### config.mk
export PLATFORM = sky130hd
export DESIGN_NAME = td4_run_ctrl
export DESIGN_NICKNAME = d
export VERILOG_FILES = /design/src/rtl/td4_run_ctrl.sv
export SDC_FILE = /design/constraint.sdc
export NUM_CORES = 1
export LEC_CHECK = 0
export ABC_AREA = 1
export BUFFER_PORTS_ARGS = -buffer_cell sky130_fd_sc_hd__buf_2
export CELL_PAD_IN_SITES_DETAIL_PLACEMENT = 1
export CELL_PAD_IN_SITES_GLOBAL_PLACEMENT = 1
export CORE_MARGIN = 5
export CORE_UTILIZATION = 30
export DETAILED_ROUTE_END_ITERATION = 8
export PLACE_DENSITY = 0.73
export SETUP_SLACK_MARGIN = 0.3
export SKIP_LAST_GASP = 1
export SYNTH_ARGS = -nofsm -noshare
export SYNTH_HDL_FRONTEND = slang
export SYNTH_SLANG_ARGS = --single-unit
### constraint.sdc
create_clock -name clk -period 3.4 [get_ports clk]
set_input_delay 0.17 -clock clk [delete_from_list [all_inputs] [get_ports clk]]
set_output_delay 0.17 -clock clk [all_outputs]
set_load 0.01 [all_outputs]
### src/rtl/td4_run_ctrl.sv
// rtl/td4_run_ctrl.sv - TD4 run/halt/step controller: clock-enable, core reset, breakpoint, program-write arbitration
// Optional PC-stall watchdog is built when TD4_RUN_CTRL_WDOG_EN is defined.
module td4_run_ctrl #(
   parameter int CNT_W    = 16,
   parameter int RST_HOLD = 2,
   parameter int WDOG_LIM = 8
) (
   input  logic             clk,
   input  logic             rst,
   input  logic             cmd_valid,
   input  logic [1:0]       cmd_op,
   output logic             cmd_ready,
   input  logic [3:0]       pc_addr,
   output logic             core_ce,
   output logic             core_rst,
   input  logic             bp_en,
   input  logic [3:0]       bp_addr,
   input  logic             hw_valid,
   input  logic [3:0]       hw_addr,
   input  logic [7:0]       hw_data,
   output logic             hw_ready,
   output logic             mem_we,
   output logic [3:0]       mem_waddr,
   output logic [7:0]       mem_wdata,
   output logic [1:0]       state,
   output logic             step_done,
   output logic             bp_flag,
   output logic             wdog_flag,
   output logic [CNT_W-1:0] icount
);
   localparam logic [1:0] ST_HALT = 2'b00;
   localparam logic [1:0] ST_RUN  = 2'b01;
   localparam logic [1:0] ST_STEP = 2'b10;
   localparam logic [1:0] ST_CRST = 2'b11;

   localparam logic [1:0] OP_RESET = 2'b00;
   localparam logic [1:0] OP_RUN   = 2'b01;
   localparam logic [1:0] OP_HALT  = 2'b10;
   localparam logic [1:0] OP_STEP  = 2'b11;

   localparam int HOLD_W = $clog2(RST_HOLD + 1);
   localparam logic [HOLD_W-1:0] HOLD_INIT = HOLD_W'(RST_HOLD);
   localparam logic [HOLD_W-1:0] HOLD_LAST = HOLD_W'(1);

   logic [1:0]        state_d;
   logic [HOLD_W-1:0] hold_cnt;
   logic              skip;
   logic              cmd_acc;
   logic              hw_acc;
   logic              bp_match;
   logic              bp_hit;
   logic              rst_cmd;
   logic              flag_clr;
   logic              wdog_fire;

   assign cmd_acc  = cmd_valid && cmd_ready;
   assign hw_acc   = hw_valid && hw_ready;
   assign bp_match = bp_en && (pc_addr == bp_addr);
   // skip lets the instruction we halted on execute once when resuming
   assign bp_hit   = (state == ST_RUN) && bp_match && !skip;
   assign rst_cmd  = cmd_acc && (cmd_op == OP_RESET);
   assign flag_clr = cmd_acc && (cmd_op != OP_HALT);

   always_ff @(posedge clk) begin
      if (rst) begin
         state <= ST_CRST;
      end else begin
         state <= state_d;
      end
   end

   always_comb begin
      state_d = state;
      case (state)
         ST_CRST: begin
            if (hold_cnt == HOLD_LAST) state_d = ST_HALT;
         end
         ST_HALT: begin
            if (cmd_acc) begin
               case (cmd_op)
                  OP_RUN:   state_d = ST_RUN;
                  OP_STEP:  state_d = ST_STEP;
                  OP_RESET: state_d = ST_CRST;
                  default:  state_d = ST_HALT;
               endcase
            end
         end
         ST_RUN: begin
            if (rst_cmd) begin
               state_d = ST_CRST;
            end else if (bp_hit || wdog_fire || (cmd_acc && cmd_op == OP_HALT)) begin
               state_d = ST_HALT;
            end
         end
         default: state_d = ST_HALT;
      endcase
   end

   // RESET in RUN must not let the core advance in its accept cycle
   always_comb begin
      core_ce   = 1'b0;
      core_rst  = 1'b0;
      cmd_ready = 1'b0;
      hw_ready  = 1'b0;
      case (state)
         ST_HALT: begin
            cmd_ready = 1'b1;
            hw_ready  = 1'b1;
         end
         ST_RUN: begin
            cmd_ready = 1'b1;
            core_ce   = !bp_hit && !(cmd_valid && cmd_op == OP_RESET);
         end
         ST_STEP: core_ce  = 1'b1;
         default: core_rst = 1'b1;
      endcase
   end

   always_ff @(posedge clk) begin
      if (rst) begin
         hold_cnt <= HOLD_INIT;
      end else if (rst_cmd) begin
         hold_cnt <= HOLD_INIT;
      end else if (state == ST_CRST && hold_cnt != HOLD_LAST) begin
         hold_cnt <= hold_cnt - 1'b1;
      end
   end

   always_ff @(posedge clk) begin
      if (rst) begin
         skip      <= 1'b0;
         bp_flag   <= 1'b0;
         step_done <= 1'b0;
         icount    <= '0;
         mem_we    <= 1'b0;
         mem_waddr <= '0;
         mem_wdata <= '0;
      end else begin
         step_done <= (state == ST_STEP);
         mem_we    <= hw_acc;
         if (hw_acc) begin
            mem_waddr <= hw_addr;
            mem_wdata <= hw_data;
         end
         if (rst_cmd) begin
            icount <= '0;
         end else if (core_ce && icount != '1) begin
            icount <= icount + 1'b1;
         end
         if (rst_cmd) begin
            bp_flag <= 1'b0;
         end else if (bp_hit) begin
            bp_flag <= 1'b1;
         end else if (flag_clr) begin
            bp_flag <= 1'b0;
         end
         if (state == ST_HALT && cmd_acc && cmd_op == OP_RUN) begin
            skip <= bp_match;
         end else if (state != ST_RUN || core_ce) begin
            skip <= 1'b0;
         end
      end
   end

`ifdef TD4_RUN_CTRL_WDOG_EN
   localparam int WD_W = $clog2(WDOG_LIM + 1);

   logic [WD_W-1:0] wd_cnt;
   logic [3:0]      wd_pc;
   logic            wd_pc_vld;
   logic            wd_same;

   // a JMP-to-self keeps presenting the same PC on every enabled cycle
   assign wd_same   = core_ce && (state == ST_RUN) && wd_pc_vld && (pc_addr == wd_pc);
   assign wdog_fire = wd_same && (wd_cnt == WD_W'(WDOG_LIM - 1));

   always_ff @(posedge clk) begin
      if (rst || state != ST_RUN) begin
         wd_cnt    <= '0;
         wd_pc     <= '0;
         wd_pc_vld <= 1'b0;
      end else if (core_ce) begin
         wd_pc     <= pc_addr;
         wd_pc_vld <= 1'b1;
         wd_cnt    <= wd_same ? wd_cnt + 1'b1 : '0;
      end
   end

   always_ff @(posedge clk) begin
      if (rst || rst_cmd) begin
         wdog_flag <= 1'b0;
      end else if (wdog_fire && !bp_hit) begin
         wdog_flag <= 1'b1;
      end else if (flag_clr) begin
         wdog_flag <= 1'b0;
      end
   end
`else
   assign wdog_fire = 1'b0 && (WDOG_LIM > 0);
   assign wdog_flag = wdog_fire;
`endif

endmodule

==> out/qor.txt, run 1 <==
Status - finished, final reports clean
Post-synthesis cell type with the largest combined area - dfxtp_1
Most used DFF post-synth - dfxtp_1
Top post-synthesis cells by area - dfxtp_1 36%, nand2_1 12%, nor2_1 7.7%, inv_1 6.4%, nand4_1 6.3%
CTS tree - built
Post-CTS Resized - 0
RSZ-0062 raised after global routing - no
Clk_lat worst skew - 0.28 ns
Core Footprint - 6420 sq um
Max VDD drop - 285 uV
Pleak - 0.00126 uW
Sw Pwr - 570 uW
Sequential area share after synthesis - 0.361
Setup TNS - 0 ns
Crit path kind - flip-flop to output port
Vias in the first global route - 2075
Die Footprint - 8390 sq um
Drt pass-1 iters - 4
CP cell instances - inv_1 > ha_1 > inv_1 > nor2_1 > nand4_1 > nand2_1 > nand2_1 > nand2_1 > inv_1 > buf_2
Slew margin rel. - 0.552
DR vias/cell - 4.74
Antenna Nets Post-Route - 0
Synthesis Warnings - 0
Commonest non-fill, non-tap cell in the layout - nand2_1
Int Pwr - 790 uW
Initial DRC count - 67
Synthesized Nets - 325
Crit Path Max Fanout - 17
Clk pwr share - 0.212
# diodes - 0
EDFF count, synth - 0
NumNets Final - 385
Capturing point of the worst reg2reg path - icount[14]$_SDFFE_PP0P_
Post-DP Area - 2360 sq um
Share of cells above drive strength 1 - 0.229
Async SR Flop Fraction - 0
Setup Buffers After CTS - 0
Dpl ws - 1.18 ns
Top delay family on crit path - simple AND/OR/NAND/NOR gates
Buffers from clock root to sink, at most - 2
F_max - 0.423 GHz
# setup viols final - 0
Post-Syn Area - 2000 sq um
Final Hold Fails - 0
H-tree levels - 2
Critical Path Stages - 10
Vias - 2018
PortBufs - 63
Gr usage total - 0.131
Wirelength per Cell - 12.9 microns
Crit share post-route - 0.695
Hold Buf Count CTS - 0
Final Skew - 0.00682 ns
Sw Ratio - 0.419
Final WL - 5500 microns
Combinational share of power - 0.406
Final Hold Slack - 0.0758 ns
Cell area after layout - 2440 sq um
FF-to-FF Start - state[1]$_SDFFE_PP1P_
Clock Sinks - 36
First-pass GRT wire length - 9200 microns
Syn_area_per_cell - 6.91 sq um
Initial antenna violation count - 0
Max-Cap Viols - 0
GRT overflow - 0
Distinct cells, synth - 30
Die height - 91.6 microns
Critical path's slowest cell - nand2_1
Crit path arrival time - 2.19 ns
Ports - 65
Hold depth - 2
GPL Wtd Cong - 0.785
Crit end category - output port
Starting Density - 0.311
Reg2Reg Depth - 10
Syn-to-layout area delta - 22.0%
CTS Buf Count - 5
Pwr dens - 558 nW/um^2
Clock transition at path regs - 0.07 ns
Worst Hold Path EP - step_done$_SDFF_PP0_
DPL Wire Length - 4240 microns
Crit path time final - 2.36 ns
WP buf/inv - 4
Most frequent cells in the layout - 64 x nand2_1, 63 x buf_2, 41 x nor2_1
Clk root buf - clkbuf_8
Final WS setup - 1.04 ns
Type of the worst min-delay path - input pin to flip-flop
Yosys reg bits - 36
Worst reg-to-reg setup slack - 1.18 ns
Synthesized instance count - 289
Largest net degree at the start of global routing - 19
Worst Hold Launch - rst
Nature of the critical path startpoint - flip-flop
CP peak stage delay - 0.45 ns
Die X - 91.6 microns
CP Data Required Time - 3.23 ns
Slew Viols, Final - 0
Top-area cell type share of the netlist area - 0.361
Sequential power share - 0.382
Design Power - 1360 uW
Row Count - 29
Worst Tran Pin Value - 0.670 ns
Remaining DRCs - 0
stage by stage:
| step | cells | util |
|---|---|---|
| after floorplan | 289 | - |
| after global placement | 419 | 0.367 |
| after detailed placement | 419 | 0.367 |
| after CTS | 426 | 0.380 |
| after global routing | 426 | 0.380 |
| final | 426 | 0.380 |
synthesized netlist by cell type (3+ instances only):
cell / count
a21oi_1: 17
inv_1: 34
inv_2: 3
nand2_1: 64
dfxtp_1: 36
clkbuf_1: 6
ha_1: 9
xor2_1: 6
nor2_1: 41
o21ai_0: 18
nand3_1: 15
nand4_1: 20
worst max path at each step:
| stage | from | to | slack [ns] |
|---|---|---|---|
| final | state[1]$_SDFFE_PP1P_ | core_ce | 1.04 |
| after global routing | state[1]$_SDFFE_PP1P_ | core_ce | 0.77 |
| after CTS | state[1]$_SDFFE_PP1P_ | core_ce | 1.00 |
| after global placement | state[1]$_SDFFE_PP1P_ | icount[13]$_SDFFE_PP0P_ | 1.30 |
| after detailed placement | state[1]$_SDFFE_PP1P_ | icount[14]$_SDFFE_PP0P_ | 1.18 |
| after floorplan | state[1]$_SDFFE_PP1P_ | icount[1]$_SDFFE_PP0P_ | 1.70 |
final cells by class:
cell class | instances | area (sq um)
Fill cell | 862 | 3990
Clock inverter | 1 | 5.00
Multi-Input combinational cell | 205 | 1080
Timing Repair Buffer | 63 | 315
Tap cell | 77 | 96.3
Clock buffer | 6 | 72.6
Sequential cell | 36 | 721
Inverter | 38 | 143
layer usage:
metal	vias up	wire length, microns	track usage
met5	-	0	0
met4	0	0	0.0188
met3	0	389	0.0516
met2	44	2590	0.229
met1	925	2520	0.153
li1	1049	-	-
power by group through the flow:
stage	clock network, uW	logic (uW)	registers, uW
2_1_floorplan	0	368	546
3_5_place_dp	0	556	529
3_3_place_gp	0	540	528
6_report	288	552	520
5_1_grt	317	619	529
4_1_cts	298	557	521
cells by family (layout without fill, tap and decap cells):
kind of cell / after synthesis / count (layout) / synth area share
flops: 36 / 36 / 0.361
fa+ha+maj: 9 / 9 / 0.0564
simple gates: 151 / 151 / 0.359
other cells: 1 / 1 / 0.00188
xor+xnor: 8 / 8 / 0.0351
buf+inv: 48 / 108 / 0.0964
compound gates: 36 / 36 / 0.0908
sequential cells by signal (all words and copies together) (netlist names):
register and count:
bp_flag 1, mem_waddr 4, step_done 1, icount 16
mem_wdata 8, skip 1, mem_we 1, hold_cnt 2
state 2
Note: power is estimated with default switching activity, not from simulation.
==> inputs of run 2 (changes only) <==
Settings changed: PLACE_DENSITY 0.73 to 0.76.
Clock period 3.4 ns to 2.1 ns, I/O delays scaled along.
==> out/qor.txt, run 2 (synthesis results as in run 1) <==
Vias - 2183
DR vias/cell - 4.88
Final std cells w/o fill - 447
Initial DRC count - 55
Commonest non-fill, non-tap cell in the layout - buf_2
Row Count - 29
Share of cells above drive strength 1 - 0.314
Dpl ws - 0.211 ns
Vias in the first global route - 2244
Placed cell count - 424
Buffers from clock root to sink, at most - 2
Syn-to-layout area delta - 36.4%
Crit path kind - flip-flop to flip-flop
RSZ-0062 raised after global routing - no
CTS tree - built
Design Power - 2600 uW
Drt pass-1 iters - 4
Clk_lat worst skew - 0.29 ns
Critical path's slowest cell - dfxtp_4
Status - finished, final reports clean
CP Data Required Time - 2.29 ns
Clk root buf - clkbuf_8
H-tree levels - 2
Die Footprint - 8390 sq um
Slew Viols, Final - 0
Clock transition at path regs - 0.08 ns
CP cell instances - ha_4 > nand2_1 > nand3b_4 > nor2_4 > nand4_4 > clkbuf_16 > nand4_1 > a21oi_1
PortBufs - 63
CP peak stage delay - 0.38 ns
Final Hold Fails - 0
First-pass GRT wire length - 10100 microns
NumNets Final - 405
Final Skew - 0.00198 ns
Crit share post-route - 0.828
Die X - 91.6 microns
Initial antenna violation count - 0
# diodes - 0
Largest net degree at the start of global routing - 16
Remaining DRCs - 0
Most frequent cells in the layout - 63 x buf_2, 61 x nand2_1, 39 x nor2_1
Antenna Nets Post-Route - 0
Crit path time final - 1.74 ns
Max-Cap Viols - 0
Crit Path Max Fanout - 8
Crit path arrival time - 1.92 ns
Fillers - 837
GPL Wtd Cong - 0.764
Wirelength per Cell - 14.2 microns
Largest registers - icount: 16 flops, mem_wdata: 8 flops, mem_waddr: 4 flops
Final Hold Slack - 0.0591 ns
GRT overflow - 0
Max VDD drop - 506 uV
Pwr dens - 953 nW/um^2
Largest reg by FF count - icount
Type of the worst min-delay path - input pin to flip-flop
Core Footprint - 6420 sq um
Final WS setup - 0.362 ns
Pleak - 0.00137 uW
Final WL - 6330 microns
Gr usage total - 0.145
Ports - 65
Crit end category - flip-flop
Die height - 91.6 microns
Clock Sinks - 36
Setup TNS - 0 ns
Nature of the critical path startpoint - flip-flop
# setup viols final - 0
Starting Density - 0.311
F_max - 0.575 GHz
CTS Buf Count - 5
DPL Wire Length - 4460 microns
Max FFs per register - 16
==> run 2: changes by cell type in the layout (fill, tap and decap cells not counted), moves of 3 or more <==
cell     previous run  this run
nand2_1            64        61
ha_1                9         6
dfxtp_1            36        32
buf_4               0        13
==> run 2: repair_timing <==
| action | CTS | global route |
|---|---|---|
| gates resized for setup | 6 | 17 |
| pin swaps | 4 | 4 |
| endpoints found under the hold margin | 2 | 0 |
| hold buffers | 1 | 0 |
| gates cloned | 1 | 2 |
| setup endpoints to repair | 17 | 17 |
| setup buffers | 5 | 6 |
==> run 2: path summary, 6_finish.rpt <==
check	startpoint	endpoint	slack (ns)	cells past startpoint
min reg2reg	bp_flag$_SDFFE_PP0P_	bp_flag$_SDFFE_PP0P_	0.48	2
min	hw_data[5]	mem_wdata[5]$_SDFFE_PP0P_	0.06	3
max reg2reg	icount[0]$_SDFFE_PP0P_	icount[9]$_SDFFE_PP0P_	0.36	8
max	icount[0]$_SDFFE_PP0P_	icount[9]$_SDFFE_PP0P_	0.36	8
==> run 2: critical path: cells and delay by family (launching register included) <==
family                     cells  cell delay, ns
DFF                            1            0.38
adders and majority gates      1            0.14
and+or+nand+nor                5            0.78
buffers and inverters          1            0.26
AOI/OAI and AO/OA              1            0.08
==> run 2: cell type report <==
cell class | instances | area (sq um) | share of cell area
Clock inverter | 3 | 18.8 | 0.00689
Inverter | 38 | 143 | 0.0523
Timing Repair Buffer | 81 | 499 | 0.183
Clock buffer | 5 | 68.8 | 0.0253
Sequential cell | 36 | 731 | 0.268
Tap cell | 77 | 96.3 | 0.0354
Multi-Input combinational cell | 207 | 1170 | 0.429
==> run 2: metrics by stage <==
step / util / area [sq um]
2_1_floorplan: - / 2000
3_3_place_gp: 0.375 / 2410
3_5_place_dp: 0.375 / 2410
4_1_cts: 0.402 / 2580
5_1_grt: 0.424 / 2730
6_report: 0.424 / 2730
==> run 2: metal layers <==
metal  wire, microns  share of wire  vias up  GRT usage
met5               0              0        -          0
met4              57         0.0090        0     0.0327
met3             511          0.081        8     0.0491
met2            3150           0.50       65      0.263
met1            2610           0.41     1018      0.163
li1                -              -     1092          -
==> run 2: report_power, final <==
| group | total, uW | internal, uW | switching (uW) | leakage (uW) |
|---|---|---|---|---|
| sequential | 865 | 788 | 76.7 | 0.000293 |
| clock | 514 | 232 | 282 | 0.0000479 |
| combinational | 1220 | 460 | 758 | 0.00103 |
